===== src/rtl/dmem_arbiter_pkg.sv =====
// Shared owner encoding and bus helpers for the data-memory arbiter.
// No logic of its own; imported by dmem_arbiter and dmem_arb_pick.
package dmem_arbiter_pkg;

  localparam int DATA_W = 32;
  localparam int BE_W   = 4;

  typedef enum logic [1:0] {
    OWNER_NONE = 2'd0,
    OWNER_CPU  = 2'd1,
    OWNER_AUX  = 2'd2
  } owner_e;

  // A request with byte reads enabled and no byte writes is a read.
  function automatic logic is_read(input logic [BE_W-1:0] oe, input logic [BE_W-1:0] we);
    return (oe != '0) && (we == '0);
  endfunction

endpackage


===== src/rtl/dmem_arb_pick.sv =====
// Chooses the owner of the next bus slot; all arbitration policy lives here.
// Build option DMEM_ARB_RR_EN selects round-robin, otherwise AUX has absolute priority.
module dmem_arb_pick
  import dmem_arbiter_pkg::*;
(
  input  logic   eligible,
  input  logic   m1_req,
  input  logic   ack_now,
  input  owner_e last,
  output owner_e next_owner
);

  logic aux_ok;

`ifdef DMEM_ARB_RR_EN
  // AUX may take a contested slot only if the previous contested slot went to the CPU.
  assign aux_ok = (last != OWNER_AUX);
`else
  logic unused_last;
  assign aux_ok      = 1'b1;
  assign unused_last = ^last;
`endif

  always_comb begin
    next_owner = OWNER_NONE;
    if (eligible) begin
      if (m1_req && !ack_now && aux_ok) begin
        next_owner = OWNER_AUX;
      end else begin
        next_owner = OWNER_CPU;
      end
    end
  end

endmodule


===== src/rtl/dmem_arbiter.sv =====
// CPU/AUX data-memory port arbiter: 0-cycle CPU pass-through, >=1-cycle AUX grant, one read in flight.
// Stalls via registered m0_ready / m1_ack; policy set by DMEM_ARB_RR_EN (see dmem_arb_pick).
module dmem_arbiter
  import dmem_arbiter_pkg::*;
#(
  parameter int ADDR_W = 32
) (
  input  logic              clk,
  input  logic              rst,

  input  logic [ADDR_W-1:0] m0_addr,
  input  logic [DATA_W-1:0] m0_wdata,
  input  logic [BE_W-1:0]   m0_oe,
  input  logic [BE_W-1:0]   m0_we,
  output logic              m0_ready,
  output logic [DATA_W-1:0] m0_rdata,
  output logic              m0_valid,

  input  logic              m1_req,
  input  logic [ADDR_W-1:0] m1_addr,
  input  logic [DATA_W-1:0] m1_wdata,
  input  logic [BE_W-1:0]   m1_oe,
  input  logic [BE_W-1:0]   m1_we,
  output logic              m1_ack,
  output logic [DATA_W-1:0] m1_rdata,
  output logic              m1_valid,

  output logic [ADDR_W-1:0] s_addr,
  output logic [DATA_W-1:0] s_wdata,
  output logic [BE_W-1:0]   s_oe,
  output logic [BE_W-1:0]   s_we,
  input  logic [DATA_W-1:0] s_rdata,
  input  logic              s_valid,
  input  logic              s_ready,

  output logic              proto_err
);

  owner_e              owner_q, owner_d;
  owner_e              last_q, last_d;
  owner_e              rd_tag_q, rd_tag_d;
  owner_e              pick_owner;
  logic                rd_busy_q, rd_busy_d;
  logic                proto_err_q, proto_err_d;
  logic [ADDR_W-1:0]   addr_hold_q, addr_hold_d;
  logic [DATA_W-1:0]   wdata_hold_q, wdata_hold_d;

  logic                cpu_req;
  logic                rd_issue;
  logic                rd_pend;
  owner_e              rd_tag_cur;
  logic                eligible;
  logic                ack_now;

  assign cpu_req = (m0_oe != '0);
  assign ack_now = (owner_q == OWNER_AUX);

  // Slave mux; an unowned slot keeps the last address/data to avoid needless toggling.
  always_comb begin
    s_addr  = addr_hold_q;
    s_wdata = wdata_hold_q;
    s_oe    = '0;
    s_we    = '0;
    m1_ack  = 1'b0;
    case (owner_q)
      OWNER_CPU: begin
        s_addr  = m0_addr;
        s_wdata = m0_wdata;
        s_oe    = m0_oe;
        s_we    = cpu_req ? m0_we : '0;
      end
      OWNER_AUX: begin
        s_addr  = m1_addr;
        s_wdata = m1_wdata;
        s_oe    = m1_oe;
        s_we    = m1_we;
        m1_ack  = 1'b1;
      end
      default: ;
    endcase
  end

  assign addr_hold_d  = s_addr;
  assign wdata_hold_d = s_wdata;

  // A read issuing this cycle counts as outstanding so a same-cycle s_valid completes it.
  assign rd_issue   = is_read(s_oe, s_we);
  assign rd_pend    = rd_busy_q | rd_issue;
  assign rd_tag_cur = rd_issue ? owner_q : rd_tag_q;

  assign m0_valid = s_valid & rd_pend & (rd_tag_cur == OWNER_CPU);
  assign m1_valid = s_valid & rd_pend & (rd_tag_cur == OWNER_AUX);
  assign m0_rdata = s_rdata;
  assign m1_rdata = s_rdata;

  assign eligible = s_ready & (~rd_pend | s_valid);

  dmem_arb_pick u_pick (
    .eligible   (eligible),
    .m1_req     (m1_req),
    .ack_now    (ack_now),
    .last       (last_q),
    .next_owner (pick_owner)
  );

  always_comb begin
    owner_d     = pick_owner;
    last_d      = last_q;
    rd_busy_d   = rd_pend & ~s_valid;
    rd_tag_d    = rd_tag_cur;
    proto_err_d = proto_err_q | (cpu_req & (owner_q != OWNER_CPU));
    if (eligible && m1_req) begin
      last_d = pick_owner;
    end
  end

  always_ff @(posedge clk) begin
    if (rst) begin
      owner_q      <= OWNER_NONE;
      last_q       <= OWNER_CPU;
      rd_tag_q     <= OWNER_NONE;
      rd_busy_q    <= 1'b0;
      proto_err_q  <= 1'b0;
      addr_hold_q  <= '0;
      wdata_hold_q <= '0;
    end else begin
      owner_q      <= owner_d;
      last_q       <= last_d;
      rd_tag_q     <= rd_tag_d;
      rd_busy_q    <= rd_busy_d;
      proto_err_q  <= proto_err_d;
      addr_hold_q  <= addr_hold_d;
      wdata_hold_q <= wdata_hold_d;
    end
  end

  assign m0_ready  = (owner_q == OWNER_CPU);
  assign proto_err = proto_err_q;

endmodule


===== config.mk =====
export PLATFORM = sky130hd
export DESIGN_NAME = dmem_arbiter
export DESIGN_NICKNAME = d
export VERILOG_FILES = /design/src/rtl/dmem_arbiter_pkg.sv /design/src/rtl/dmem_arb_pick.sv /design/src/rtl/dmem_arbiter.sv
export SDC_FILE = /design/constraint.sdc
export NUM_CORES = 1
export LEC_CHECK = 0
export CORE_AREA = 4 4 123 125
export DETAILED_ROUTE_END_ITERATION = 16
export DIE_AREA = 0 0 127 129
export GPL_TIMING_DRIVEN = 0
export PLACE_DENSITY = 0.7
export SLEW_MARGIN = 15
export SYNTH_ARGS = -nofsm -noshare
export SYNTH_HDL_FRONTEND = slang
export SYNTH_SLANG_ARGS = --single-unit
export TNS_END_PERCENT = 10

===== constraint.sdc =====
create_clock -name clk -period 2.4 [get_ports clk]
set_input_delay 0.48 -clock clk [delete_from_list [all_inputs] [get_ports clk]]
set_output_delay 0.48 -clock clk [all_outputs]
set_load 0.01 [all_outputs]

Word-level counts from Yosys, hierarchy flattened
Cells that the tools add are included.
Widths: inputs -> output; s select.
{ "totals": {"ff_bits": 70, "latch_bits": 0, "ram_bits": 0, "romBits": 0, "input_bits": 181, "out_inout_bits": 141, "elab_cells": 38, "n_memories": 0} }
{ "op_classes": {"addsub": 0, "n_mul": 0, "div_mod_pow": 0, "n_lt_le_gt_ge": 0, "n_eq_ne": 5, "shifts": 0, "n_mux": 8, "bitwise_logic": 12, "reduce_logical": 7} }
{ "ops": {"columns": ["op", "n"], "rows": [
  ["$pmux 32 s2", 2],
  ["$pmux 4 s2", 2],
  ["$reduce_bool 4->1", 2],
  ["$and 1x1->1", 6],
  ["$eq 2x1->1 const B", 2],
  ["$eq 2x2->1 const B", 2],
  ["$logic_not 4->1", 1],
  ["$mux 2", 2],
  ["$mux 4", 1],
  ["$not 1->1", 3],
  ["$or 1x1->1", 3],
  ["$logic_and 1x1->1", 2],
  ["$ne 2x1->1 const B", 1],
  ["$reduce_or 2->1", 1],
  ["$logic_not 1->1", 1],
  ["$mux 1", 1]
]} }

Longest topological paths before layout
{ "depth": {"depth_word": 11, "ltp_mapped": 8, "depth_no_buf": 7} }

Hierarchy
Synthesis repeated with hierarchy kept, for this count alone.
{ "unflattened": {"cells_unflattened": 494, "hier_area_um2": 3967.6} }
{ "modules_own_cells": {"columns": ["mod", "n_inst", "cells_per_inst", "area_per_inst_um2", "seq_area_each_um2"], "rows": [
  ["dmem_arbiter", 1, 491, 3950.0, 1441.4],
  ["dmem_arb_pick", 1, 3, 17.5, 0.0]
]} }

Worst setup path before layout
No wires, ideal clock.
{ "synth_path": {"path_type": "input to output", "start": "in m0_oe[2]", "end": "out m0_valid", "t_arrival_ns": 1.882, "required_time_ns": 1.920, "path_slack_ns": 0.038, "cell_stages": 5, "path_buffers": 0, "cell_sequence": "or4_4 -> a32o_2 -> nor2_2 -> nand2_1 -> o41ai_2"} }
{ "synth_between": {"elab_chain_cells": 8, "word_cells_on_any_way": 12, "classes_between": "eq/ne (1); mux (4); bitwise (3); reduce/logical (4)"} }
{ "synth_lines": {"columns": ["element", "line", "text"], "rows": [
  ["start, declared", "dmem_arbiter.sv:13", "input logic [BE_W-1:0] m0_oe,"],
  ["$reduce_bool 4->1 *", "dmem_arbiter.sv:55", "assign cpu_req = (m0_oe != '0);"],
  ["$mux 4 *", "dmem_arbiter.sv:70", "s_we = cpu_req ? m0_we : '0;"],
  ["$pmux 4 s2 *", "dmem_arbiter.sv:65", "case (owner_q)"],
  ["net s_we[2]", "dmem_arbiter.sv:31", "output logic [BE_W-1:0] s_we,"],
  ["$logic_not 4->1 *", "dmem_arbiter_pkg.sv:16", "return (oe != '0) && (we == '0);"],
  ["$logic_and 1x1->1 *", "dmem_arbiter_pkg.sv:16", null],
  ["$mux 2 or $or 1x1->1 (tied branches)", "dmem_arbiter.sv:89, dmem_arbiter.sv:88", null],
  ["$eq 2x1->1 or $and 1x1->1 (tied branches)", "dmem_arbiter.sv:91", "assign m0_valid = s_valid & rd_pend & (rd_tag_cur == OWNER_CPU);"],
  ["$and 1x1->1 *", "dmem_arbiter.sv:91", null],
  ["end, declared", "dmem_arbiter.sv:17", "output logic m0_valid,"]
]} }
The timed path passes the listed nets; every way through them passes the cells marked *.

Worst setup path in the final report
{ "layout_path": {"start": "in m0_oe[2]", "end": "out m0_valid"} }
{ "layout_between": {"elab_chain_cells": 8, "word_cells_on_any_way": 12, "classes_between": "eq/ne (1); mux (4); bitwise (3); reduce/logical (4)"} }
{ "layout_lines": {"columns": ["element", "line"], "rows": [
  ["$reduce_bool 4->1", "dmem_arbiter.sv:55"],
  ["$mux 4", "dmem_arbiter.sv:70"],
  ["$pmux 4 s2", "dmem_arbiter.sv:65"],
  ["$logic_not 4->1", "dmem_arbiter_pkg.sv:16"],
  ["$logic_and 1x1->1 *", "dmem_arbiter_pkg.sv:16"],
  ["$mux 2 or $or 1x1->1 (tied branches)", "dmem_arbiter.sv:89, dmem_arbiter.sv:88"],
  ["$eq 2x1->1 or $and 1x1->1 (tied branches)", "dmem_arbiter.sv:91"],
  ["$and 1x1->1 *", "dmem_arbiter.sv:91"]
]} }
Every way passes the cells marked *; elsewhere a longest branch is shown, timed or not.

==> impl_metrics.csv <==
group,metric,value,unit
sta,hold_viol_final,0,
critical_path,required,1.92,ns
synthesis,synth_top_family_by_area,"compound AO/OA/AOI/OAI gates",
worst_hold_path,min_path_type,"reg2reg",
run_status,violations,"negative setup slack",
synthesis,syn_area,3850,um2
route,drc,0,
clocking,clockBufferDepth,2,
critical_path,reg2reg_from,"owner_q[1]",
clocking,hold_buffers,0,
floorplanning,coreArea,13900,um2
floorplanning,rows,43,
critical_path,cp_data_arrival_time,2.17,ns
sta,tightest_slew,0.532,ns
placed_design,gp_congestion,0.872,
route,ant_nets,0,
sta,finalCritPeriodShare,111,%
finish,drive_gt1_share,32.6,%
pwr,finalPower,3.63,mW
global_routing,track_usage,19.3,%
critical_path,critical-path-top-delay-family,"simple AND/OR/NAND/NOR gates",
critical_path,worst_r2r_path_depth,9,
critical_path,crit_chain,"clkdlybuf4s15_1, or4_4, a32o_2, or2_4, o21ai_4, o41ai_4, buf_2",
global_routing,grt_overflow_total,0,
clocking,numCtsBuffers,9,
critical_path,critPathKind,"in2out",
route,drt_iter0_markers,143,
critical_path,critPathSlowestCell,"or4_4",
synthesis,ys_ff_latch,70,
clocking,insertion_delay,0.32,ns
floorplanning,fp.dieH,129,um
synthesis,synth-simple-area-share,20.3,%
synthesis,synth_compound_area_share,25.8,%
critical_path,end_kind,"primary output",
finish,area_delta_synth_final,100,%
placed_design,placed_cell_area,6960,um2
placed_design,dpl.hpwl,13200,um
global_routing,grt_pass1_vias,4894,
global_routing,grt_pass1_wl,25100,um
run_status,outcome,"complete, but fails checks",
synthesis,synthDistinctLibCells,32,
sta,drv_slew,0,
critical_path,rr_endpoint,"owner_q[1]",
clocking,clockRootBuffer,"clkbuf_16",
route,wl_per_cell,16.9,um
finish,antenna_cells,0,
critical_path,worstSetupStartpointType,"input port",
floorplanning,io-pin-count,322,
synthesis,syn_avg_cell_area,7.95,um2
route,via_per_inst,4.65,
worst_hold_path,hold_depth,2,
clocking,cts_tree,"built",
placed_design,portBuffers,289,
sta,fin_skew,0.00568,ns
synthesis,yosysWarningCount,0,
route,first_pass_iters,4,
global_routing,grt_max_degree,13,
synthesis,synth_xor_area_share,0,%
sta,setup_slack,-0.254,ns
route,num_vias,4587,
synthesis,synthMuxAreaShare,0,%
critical_path,crit_buf_inv,2,
pwr,power.density,471,nW/um2
critical_path,cp_slowest_stage_delay,0.47,ns
synthesis,yosysSeqAreaShare,36.4,%
sta,relSlewSlack,64.5,%
sta,setup_violations,16,
finish,nets,984,
pwr,p_leak,3.04,nW
route,routed_wl,16600,um
pwr,ir_worst_vdd,305,uV
critical_path,ff2ff_setup_slack,0.23,ns
finish,final_area,7710,um2
clocking,clk_pin_slew_worst_paths,0.05,ns
sta,finalCriticalPeriod,2.65,ns
synthesis,synth_fa_ha_area_share,0.651,%
clocking,htree_levels,3,
global_routing,antenna_found_initial,0,
worst_hold_path,min_from,"proto_err",
critical_path,critPathMaxFanout,4,
synthesis,synthesis.nets,667,
worst_hold_path,worstHoldEndpoint,"proto_err",
floorplanning,die_area,16400,um2
floorplanning,die_x,127,um
job,cap_viol_max_count,0,
synthesis,netlist_instances,484,
sta,fmax,377,MHz
clocking,cts_sinks,70,
sta,grt_setup_unrepaired,"yes",
floorplanning,start_util,27.7,%
layer usage:
| metal | share of wire [%] | wire length, um | GRT usage (%) |
|---|---|---|---|
| met3 | 9.0 | 1500 | 6.23 |
| met1 | 37 | 6090 | 20.3 |
| met2 | 53 | 8750 | 36.6 |
| met4 | 1.9 | 313 | 5.68 |
| met5 | 0 | 0 | 0 |
flip-flops by register name, summed over array words and instances (netlist names):
name and cells:
addr_hold_q 32, wdata_hold_q 32, rd_busy_q 1, owner_q 2, rd_tag_q 2, proto_err 1
layout by cell type (no fill, tap or decap), drive strengths merged, types with 4 or more instances in the layout:
master	count
clkdlybuf4s50	211
o21ai	71
inv	4
nor2	11
a22oi	70
dlygate4sd2	5
clkbuf	45
clkdlybuf4s15	26
nor2b	66
dfxtp	70
nand2	66
buf	131
worst register-to-register path, delay by kind of cell (launching register included):
kind / cells / cell delay (ns)
compound gates: 5 / 1.17
fa+ha+maj: 1 / 0.17
flops: 1 / 0.38
buf+inv: 3 / 0.34
report_power, final:
part	switching (mW)	internal, mW
combinational	0.410	0.593
sequential	0.0105	1.19
clock	0.493	0.934
metrics by stage:
step                utilization [%]  setup slack (ns)  setup TNS [ns]  instances  hold WS [ns]
floorplan                         -            0.0383               0        484         0.463
global placement               50.2             -1.23          -68.07        953         0.467
detailed placement             50.2             -1.31          -75.97        953         0.468
CTS                            54.7            -0.324           -8.07        979         0.485
global route                   55.5            -0.307           -3.54        986         0.516
finish                         55.5            -0.254          -0.729        986         0.491
final cells by class:
| class | instances | area (um2) |
|---|---|---|
| buffer | 102 | 842 |
| tap | 180 | 225 |
| timing repair buffer | 306 | 2820 |
| clock inverter | 6 | 85.1 |
| multi-input combinational | 308 | 2070 |
| sequential | 70 | 1410 |
| clock buffer | 10 | 239 |
| inverter | 4 | 17.5 |
| fill | 1303 | 6170 |
cell usage after synthesis:
cell	instances	share of area (%)
and2_2	1	0.20
nor2_2	1	0.16
o21a_1	2	0.39
nor4_1	1	0.16
buf_1	6	0.59
buf_4	64	12
and4b_1	1	0.26
nand3_1	2	0.26
a21oi_1	2	0.26
dfxtp_1	70	36
nor2_1	10	0.98
a2111oi_1	1	0.26
nor3_1	1	0.13
a32o_1	1	0.26
or2_4	1	0.23
o41ai_2	2	0.85
or4_4	1	0.29
nand2_1	66	6.4
clkbuf_1	27	2.6
o21ai_1	21	2.7
ha_1	2	0.65
nor3b_2	1	0.33
a21o_1	1	0.20
nand2b_1	1	0.16
a32o_2	1	0.29
buf_2	5	0.65
inv_1	4	0.39
a211oi_1	1	0.20
o21ai_0	50	6.5
nor2b_1	66	11
a41oi_1	1	0.23
a22oi_1	70	14
cell families (layout without fill, tap and decap cells):
kind of cell	Yosys count	after routing
DFF	70	70
adders and majority gates	2	2
AOI/OAI and AO/OA	153	153
and+or+nand+nor	153	153
buffers and inverters	106	428
worst max path at each step:
stage                     startpoint         end  slack (ns)  cells after the start
after floorplan             m0_oe[2]    m0_valid        0.04                      5
after global placement    owner_q[0]  s_addr[10]       -1.23                      8
after detailed placement  owner_q[0]   s_addr[5]       -1.31                      8
after CTS                 owner_q[1]    m0_valid       -0.32                      9
after global routing      owner_q[1]    m0_valid       -0.31                     11
final                       m0_oe[2]    m0_valid       -0.25                      7
what timing repair did:
action                                  4_1_cts  5_1_grt
buffers inserted                              9        7
endpoints found under the setup margin      126       68
pin swaps                                    10        8
resized for setup                           311      161
gates cloned                                  1        0
Power figures use the tool's default switching activity.
